## src/rtl/gpu_seq_pkg.sv

```systemverilog
// rtl/gpu_seq_pkg.sv - state type and default framebuffer geometry for the frame sequencer
package gpu_seq_pkg;

  localparam int DEPTH_DEFAULT  = 1200;
  localparam int ADDR_W_DEFAULT = 11;
  localparam int DATA_W_DEFAULT = 64;

  typedef enum logic [2:0] {
    IDLE,
    WAIT_VB,
    CLEAR,
    COPY,
    DRAIN,
    DONE
  } seq_state_e;

endpackage

```

## src/rtl/gpu_seq_counter.sv

```systemverilog
// rtl/gpu_seq_counter.sv - framebuffer word counter with hold, clear and terminal flag
// Saturates at DEPTH-1 so a stray enable can never address past the framebuffer.
module gpu_seq_counter
  import gpu_seq_pkg::*;
#(
  parameter int DEPTH  = DEPTH_DEFAULT,
  parameter int ADDR_W = ADDR_W_DEFAULT
) (
  input  logic              clock,
  input  logic              resetN,
  input  logic              clr_i,
  input  logic              en_i,
  output logic [ADDR_W-1:0] count_o,
  output logic              last_o
);

  localparam logic [ADDR_W-1:0] LAST = ADDR_W'(DEPTH - 1);

  logic [ADDR_W-1:0] count_q;
  logic [ADDR_W-1:0] count_d;

  always_comb begin
    count_d = count_q;
    if (clr_i) begin
      count_d = '0;
    end else if (en_i && (count_q != LAST)) begin
      count_d = count_q + ADDR_W'(1);
    end
  end

  always_ff @(posedge clock or negedge resetN) begin
    if (!resetN) begin
      count_q <= '0;
    end else begin
      count_q <= count_d;
    end
  end

  assign count_o = count_q;
  assign last_o  = (count_q == LAST);

endmodule

```

## src/rtl/gpu_frame_sequencer.sv

```systemverilog
// rtl/gpu_frame_sequencer.sv - vblank-gated copy/clear sequencer between external and internal framebuffers
// Optional frame statistics counter enabled by defining GPU_SEQ_STATS_EN.
module gpu_frame_sequencer
  import gpu_seq_pkg::*;
#(
  parameter int DEPTH  = DEPTH_DEFAULT,
  parameter int ADDR_W = ADDR_W_DEFAULT,
  parameter int DATA_W = DATA_W_DEFAULT
) (
  input  logic              clock,
  input  logic              resetN,
  input  logic              vblank,
  input  logic              startCopy,
  input  logic              startClear,
  input  logic              procReq,
  input  logic              procWrite,
  input  logic [ADDR_W-1:0] procAddr,
  input  logic [DATA_W-1:0] procWData,
  output logic              procGrant,
  output logic [ADDR_W-1:0] extAddr,
  output logic [DATA_W-1:0] extWData,
  output logic              extWrite,
  input  logic [DATA_W-1:0] extRData,
  output logic [ADDR_W-1:0] intAddr,
  output logic [DATA_W-1:0] intWData,
  output logic              intWrite,
  output logic              busy,
  output logic              done,
  output logic [15:0]       frameCount
);

  seq_state_e        state_q;
  logic              pend_clear_q;
  logic              pend_copy_q;
  logic              queue_clear_q;
  logic              queue_copy_q;
  logic [ADDR_W-1:0] count;
  logic              count_last;
  logic              running;
  logic              cnt_en;
  logic [ADDR_W-1:0] seq_addr;

  assign running = (state_q == CLEAR) || (state_q == COPY) || (state_q == DRAIN);
  assign cnt_en  = vblank && ((state_q == CLEAR) || (state_q == COPY));

  gpu_seq_counter #(
    .DEPTH  (DEPTH),
    .ADDR_W (ADDR_W)
  ) u_counter (
    .clock   (clock),
    .resetN  (resetN),
    .clr_i   (!running),
    .en_i    (cnt_en),
    .count_o (count),
    .last_o  (count_last)
  );

  // pend_* drive the operation in flight; queue_* hold requests that arrive while it runs.
  always_ff @(posedge clock or negedge resetN) begin
    if (!resetN) begin
      state_q       <= IDLE;
      pend_clear_q  <= 1'b0;
      pend_copy_q   <= 1'b0;
      queue_clear_q <= 1'b0;
      queue_copy_q  <= 1'b0;
    end else begin
      if (running || (state_q == DONE)) begin
        queue_clear_q <= queue_clear_q | startClear;
        queue_copy_q  <= queue_copy_q | startCopy;
      end
      case (state_q)
        IDLE: begin
          if (startClear || startCopy || queue_clear_q || queue_copy_q) begin
            state_q       <= WAIT_VB;
            pend_clear_q  <= startClear | queue_clear_q;
            pend_copy_q   <= startCopy | queue_copy_q;
            queue_clear_q <= 1'b0;
            queue_copy_q  <= 1'b0;
          end
        end
        WAIT_VB: begin
          pend_clear_q <= pend_clear_q | startClear;
          pend_copy_q  <= pend_copy_q | startCopy;
          if (vblank) begin
            if (pend_clear_q || startClear) begin
              state_q <= CLEAR;
            end else if (pend_copy_q || startCopy) begin
              state_q <= COPY;
            end else begin
              state_q <= IDLE;
            end
          end
        end
        CLEAR: begin
          if (vblank && count_last) state_q <= DONE;
        end
        COPY: begin
          if (vblank && count_last) state_q <= DRAIN;
        end
        DRAIN: begin
          if (vblank) state_q <= DONE;
        end
        DONE: begin
          pend_clear_q <= 1'b0;
          pend_copy_q  <= 1'b0;
          state_q      <= IDLE;
        end
        default: state_q <= IDLE;
      endcase
    end
  end

  // A copy stall re-reads the previous address so extRData still holds the word awaiting its write.
  always_comb begin
    seq_addr = '0;
    case (state_q)
      CLEAR:   seq_addr = count;
      COPY:    seq_addr = (vblank || (count == '0)) ? count : count - ADDR_W'(1);
      DRAIN:   seq_addr = count;
      default: seq_addr = '0;
    endcase
  end

  assign procGrant = resetN && procReq && ((state_q == IDLE) || (state_q == WAIT_VB));
  assign extAddr   = procGrant ? procAddr : seq_addr;
  assign extWData  = procGrant ? procWData : '0;
  assign extWrite  = procGrant ? procWrite : (vblank && (state_q == CLEAR));

  assign intWrite = vblank && ((state_q == CLEAR) || (state_q == DRAIN) ||
                               ((state_q == COPY) && (count != '0)));
  assign intAddr  = (state_q == COPY) ? count - ADDR_W'(1) :
                    ((state_q == CLEAR) || (state_q == DRAIN)) ? count : '0;
  assign intWData = ((state_q == COPY) || (state_q == DRAIN)) ? extRData : '0;

  assign busy = (state_q != IDLE);
  assign done = (state_q == DONE);

`ifdef GPU_SEQ_STATS_EN
  logic [15:0] frame_count_q;

  always_ff @(posedge clock or negedge resetN) begin
    if (!resetN) begin
      frame_count_q <= 16'd0;
    end else if (state_q == DONE) begin
      frame_count_q <= frame_count_q + 16'd1;
    end
  end

  assign frameCount = frame_count_q;
`else
  assign frameCount = 16'd0;
`endif

endmodule

```

## config.mk

```make
export PLATFORM = sky130hd
export DESIGN_NAME = gpu_frame_sequencer
export DESIGN_NICKNAME = d
export VERILOG_FILES = /design/src/rtl/gpu_seq_pkg.sv /design/src/rtl/gpu_seq_counter.sv /design/src/rtl/gpu_frame_sequencer.sv
export SDC_FILE = /design/constraint.sdc
export NUM_CORES = 1
export LEC_CHECK = 0
export BUFFER_PORTS_ARGS = -buffer_cell sky130_fd_sc_hd__buf_4
export CAP_MARGIN = 20
export CELL_PAD_IN_SITES_DETAIL_PLACEMENT = 1
export CELL_PAD_IN_SITES_GLOBAL_PLACEMENT = 1
export CORE_AREA = 2 2 123 125
export DETAILED_ROUTE_END_ITERATION = 8
export DIE_AREA = 0 0 125 127
export PLACE_DENSITY_LB_ADDON = 0.1
export SLEW_MARGIN = 40
export SYNTH_ARGS = -nofsm -noshare
export SYNTH_HDL_FRONTEND = slang
export SYNTH_SLANG_ARGS = --single-unit
```

## constraint.sdc

```tcl
create_clock -name clock -period 5.4 [get_ports clock]
set_clock_uncertainty 0.2 [all_clocks]
set_input_delay 0.54 -clock clock [delete_from_list [all_inputs] [get_ports clock]]
set_output_delay 0.54 -clock clock [all_outputs]
set_load 0.03 [all_outputs]
```

# [After elaboration in Yosys (flattened, before gate mapping)]
# Cells that the tools add are included.
[word_totals] inputBits=146 word_cells=82 output_inout_bits=171 register_bits=18
[classes] n_reduce_logical=29 bitwise=4 n_eq_ne=13 add_sub_neg=2 mux=28
[op_table] operator="64-bit 2-to-1 mux" count=2
[op_table] operator="11-bit 2-to-1 mux" count=6
[op_table] operator="11-bit one-hot mux with 2 select lines" count=1
[op_table] operator="3-bit 2-to-1 mux" count=5
[op_table] operator="3-bit one-hot mux with 5 select lines" count=1
[op_table] operator="1-bit logical OR" count=13
[op_table] operator="11-bit by 1-bit adder with 11-bit output, second input constant" count=1
[op_table] operator="11-bit equality test, second input constant" count=1
[op_table] operator="11-bit zero test" count=1
[op_table] operator="11-bit inequality test, second input constant" count=1
[op_table] operator="11-bit nonzero test" count=1
[op_table] operator="11-bit by 1-bit subtractor with 11-bit output, second input constant" count=1
[op_table] operator="1-bit 2-to-1 mux" count=9
[op_table] operator="1-bit logical AND" count=8
[op_table] operator="3-bit by 2-bit equality test with 1-bit output, second input constant" count=2
[op_table] operator="3-bit equality test, second input constant" count=2
[op_table] operator="2-bit by 1-bit inequality test with 1-bit output, second input constant" count=3
[op_table] operator="2-bit inequality test, second input constant" count=3
[op_table] operator="1-bit one-hot mux with 3 select lines" count=2
[op_table] operator="3-bit nonzero test" count=2
[op_table] operator="5-bit AND reduction" count=1
[op_table] operator="2-bit 2-to-1 mux" count=2
[op_table] operator="1-bit OR" count=4
[op_table] operator="3-bit by 1-bit equality test with 1-bit output, second input constant" count=1
[op_table] operator="3 further kinds" count=3

# [Depth between registers and ports, before layout]
[depth] ltp_word=7 mapped_depth=8

# [By module]
# From an unflattened synthesis, not the netlist that was laid out.
[unflattened] cells_unflattened=401 hier_area_um2=2781.4
[by_module_without_submodules] module="gpu_frame_sequencer" seq_area_each_um2=175.2 area_each_um2=2148.3 n_inst=1 cells_each=334
[by_module_without_submodules] module="gpu_seq_counter" seq_area_each_um2=275.3 area_each_um2=633.1 n_inst=1 cells_each=67

# [Worst setup path before layout]
# No wires, ideal clock.
[synth_path] kind="reg-to-output" start="reg u_counter.count_q[0] (netlist: u_counter.count_o[0])" end="out extAddr[2]" n_path_buf=2 slack_ps=2247 stages_incl_launch_ff=9 t_required_ps=4660 arrival_time_ps=2413 path_cell_list="dfrtp_1 > buf_2 > inv_1 > ha_1 > nor3b_2 > a41o_4 > or2_1 > buf_6 > o311ai_1"
[synth_via] elab_chain_len=5
[synth_rtl] item="from (decl)" line_no="gpu_seq_counter.sv:19" source="logic [ADDR_W-1:0] count_q;"
[synth_rtl] item="from (signal assigned)" line_no="gpu_seq_counter.sv:35" source="count_q <= count_d;"
[synth_rtl] item="parallel branches: the longest is 2 deep, another holds 11-bit by 1-bit subtractor with 11-bit output"
[synth_rtl] item="11-bit 2-to-1 mux (*)" line_no="gpu_frame_sequencer.sv:118" source="COPY: seq_addr = (vblank || (count == '0)) ? count : count - ADDR_W'(1);"
[synth_rtl] item="11-bit one-hot mux with 2 select lines (*)" line_no="gpu_frame_sequencer.sv:116" source="case (state_q)"
[synth_rtl] item="11-bit 2-to-1 mux (*)" line_no="gpu_frame_sequencer.sv:125" source="assign extAddr = procGrant ? procAddr : seq_addr;"
[synth_rtl] item="to (decl)" line_no="gpu_frame_sequencer.sv:20" source="output logic [ADDR_W-1:0] extAddr,"
# Every way passes the cells marked *.

# [Worst setup path after layout]
[layout_path] start="reg u_counter.count_q[0] (netlist: u_counter.count_o[0])" end="out extAddr[0]"
[layout_via] elab_chain_len=5
[layout_rtl] item="parallel branches: the longest is 3 deep, another holds 11-bit by 1-bit subtractor with 11-bit output"
[layout_rtl] item="11-bit one-hot mux with 2 select lines (*)" line_no="gpu_frame_sequencer.sv:116"
[layout_rtl] item="11-bit 2-to-1 mux (*)" line_no="gpu_frame_sequencer.sv:125"
# Marked as above.

==> results by group <==
Status
  – Status: completed

Critical path
  – Crit. End Element: output pin
  – Top Family by Delay on Critical Path: simple AND/OR/NAND/NOR gates
  – Worst Path Arrival: 2730 ps
  – WS Path Type: reg -> out
  – Flop2flop setup slack: 3160 ps
  – Worst path max stage delay: 520 ps
  – Critical Path Start Type: flip-flop
  – CP max FO: 11
  – Crit-path cells: inv_1 > ha_1 > nor3b_2 > a41o_4 > or2_1 > o2111ai_1 > buf_4
  – CP Buf/Inv Count: 2
  – Worst R2R Start: state_q[1]
  – CP Depth: 7
  – Worst r2r path cells: 4
  – WP data required: 4660 ps
  – Reg2reg end: u_counter.count_o[10]
  – Crit path max-delay cell type: dfrtp_1

Synthesis
  – Seq/Total Area, Yosys: 16.45%
  – Ys async rst share: 100.0%
  – Synth Warn #: 0
  – Cell area after synthesis: 2739 sq um
  – Synth Register Bits: 18
  – Post-Syn Area per Cell: 7.114 sq um
  – Post-synth top flop: dfrtp_1
  – Post-synth EDFFs: 0
  – Netlist cell types: 58
  – Synth Instances: 385

Die
  – Chip width: 125 um
  – Core area: 14420 sq um
  – Initial core utilization: 18.99%
  – I/O Pins: 317
  – Die height: 127 um
  – Num rows: 44
  – Die area: 15880 sq um

Cells and area
  – Share of cells above drive strength 1: 48.56%
  – Fillers: 1786
  – Nets@finish: 809
  – ANT cells: 0
  – Post-route insts no fill: 843
  – Area Overhead vs Synth: 87.94%

Timing
  – F_max: 0.2880 GHz
  – Setup tns final: 0 ps
  – Tcrit/Tclk final: 64.30%
  – Worst Max-Slew Pin Slew: 700.6 ps
  – Slew Viols, Final: 0
  – Rel. slew slack: 53.15%
  – Tmin final: 3472 ps
  – Final Hold Fails: 0
  – Final setup fails: 0
  – Unrepaired setup endpoints after global routing: false

Clock network
  – Root Driver: clkbuf_16
  – Clock Latency Late Sink: 240 ps
  – Worst-path clk slew: 50 ps
  – CTS Buffer Depth: 2
  – CTS buffer count: 3
  – H-tree depth: 1
  – Resized Gates After CTS: 0
  – CTS sink cnt: 18
  – CTS tree: done

Power and ir drop
  – Pwr dens: 217.7 nW/um^2
  – Peak supply drop: 0.1057 mV
  – Leak pwr: 2.632 nW

Detailed routing
  – Routed wire length per instance: 17.77 um
  – Top routing layer used: met5
  – Detailed Routing Iterations Pass 1: 4
  – DRC marker count from the first detailed-route iteration: 146
  – Met3 WL: 1267 um
  – Total wire length: 14980 um
  – DRC: 0
  – Met2 Wirelength: 7637 um
  – Final ANT Viol Nets: 0
  – Via count: 3755
  – Via/cell ratio: 4.454
  – Post-route met1 wirelength: 5949 um

Min path
  – Hold Crit Class: reg -> reg
  – Worst Hold Depth: 1
  – HP Start: pend_clear_q
  – Hold Path End: pend_clear_q

GRT
  – Vias in the first global route: 3741
  – Initial antenna violation count: 1
  – Gr usage total: 17.15%
  – Gr ovfl total: 0
  – Largest net degree at the start of global routing: 78
  – First-pass GRT wire length: 21890 um

Place
  – DP Cell Count: 838
  – RD Place Congestion: 0.8507
  – Hpwl dp: 12360 um
  – Port-buffer cells: 300

Job
  – Max cap viols: 0
[sequential cells by signal, indices dropped and copies added, names as in the netlist]
signal             flops
queue_clear_q          1
pend_copy_q            1
state_q                3
u_counter.count_o     11
queue_copy_q           1
pend_clear_q           1
[through the flow]
stage / setup slack, ps / util, % / hold slack [ps] / area, sq um / power [mW]
finish: 1928 / 35.69 / 327.4 / 5147 / 1.121
CTS: 1813 / 35.51 / 331.2 / 5122 / 1.133
detailed placement: 2088 / 34.92 / 245.7 / 5037 / 0.9819
floorplan: 2247 / - / 44.41 / 2795 / 0.6816
global placement: 2210 / 34.85 / 238.6 / 5026 / 0.9732
global route: 1677 / 35.69 / 376.7 / 5147 / 1.198
[power breakdown]
part / internal (mW) / switching, mW / leakage [nW] / total, mW
clock network: 0.0974 / 0.0490 / 0.0370 / 0.146
logic: 0.305 / 0.428 / 2.38 / 0.732
registers: 0.158 / 0.0836 / 0.215 / 0.242
[cell type report]
class	count	area, sq um	area share, %
clock buffer	3	75.07	1.458
inverter	10	37.54	0.7292
multi-input combinational	324	2052	39.86
sequential	18	450.4	8.751
tap	184	230.2	4.473
timing repair buffer	304	2302	44.73
[synth_stat cells, types with 5 or more instances]
master | count | area share (%)
nor2b_1 | 65 | 15
nand3_1 | 7 | 1.3
o31ai_1 | 5 | 1.4
a21oi_1 | 12 | 2.2
clkbuf_1 | 17 | 2.3
buf_4 | 18 | 4.9
nand2_1 | 28 | 3.8
xnor2_1 | 7 | 2.2
and2_1 | 65 | 15
o21ai_0 | 12 | 2.2
nand4_1 | 5 | 1.1
buf_2 | 11 | 2.0
dfrtp_1 | 18 | 16
o311ai_1 | 8 | 2.6
nor2_1 | 23 | 3.2
inv_1 | 10 | 1.4
[how the worst max path moves through the flow]
stage	from	slack (ps)	endpoint
final	u_counter.count_o[0]	1930	extAddr[0]
after global routing	u_counter.count_o[0]	1680	extAddr[0]
after CTS	state_q[1]	1810	intWData[8]
after detailed placement	state_q[1]	2090	intWData[8]
after global placement	u_counter.count_o[0]	2210	extAddr[0]
after floorplan	u_counter.count_o[0]	2250	extAddr[2]
[kinds of logic (layout without fill, tap and decap cells)]
group / after synthesis / in the layout / share of synthesized area, %
AO/OA/AOI/OAI: 71 / 71 / 19.55
XOR/XNOR: 7 / 7 / 2.239
adder cells (fa/ha/maj): 2 / 2 / 0.9135
buffers and inverters: 58 / 317 / 11.47
flip-flops: 18 / 18 / 16.45
multiplexers: 4 / 4 / 1.462
other: 1 / 16 / 0.1369
AND/OR/NAND/NOR: 224 / 224 / 47.78
[layer usage]
layer / up-vias / global-route usage, %
met5: - / 0
met2: 188 / 31.04
met3: 10 / 4.564
li1: 1824 / -
met1: 1731 / 21.10
met4: 2 / 1.961
[repair_timing]
action                     in CTS  in global routing
setup endpoints to repair       0                  0
hold buffers                    1                  0
setup buffers                   0                  0
hold endpoints to repair       18                  0
[layout by cell type, fill, tap and decap left out, drive strengths merged, types with 3 or more instances in the layout]
| master | n |
|---|---|
| clkbuf | 4 |
| xnor2 | 7 |
| buf | 302 |
| o31ai | 5 |
| nand3 | 7 |
| mux2i | 4 |
| o211ai | 4 |
| conb | 16 |
| nand2 | 28 |
| nand3b | 3 |
| nor2 | 25 |
| dfrtp | 18 |
| nor4 | 5 |
| nand4 | 5 |
| o22ai | 4 |
| inv | 10 |
| nand2b | 4 |
| nor3 | 4 |
| o21ai | 14 |
| and2 | 65 |
| a21oi | 12 |
| a22oi | 3 |
| a31oi | 3 |
| o311ai | 12 |
| nor2b | 65 |
Note: power is estimated with default switching activity, not from simulation.
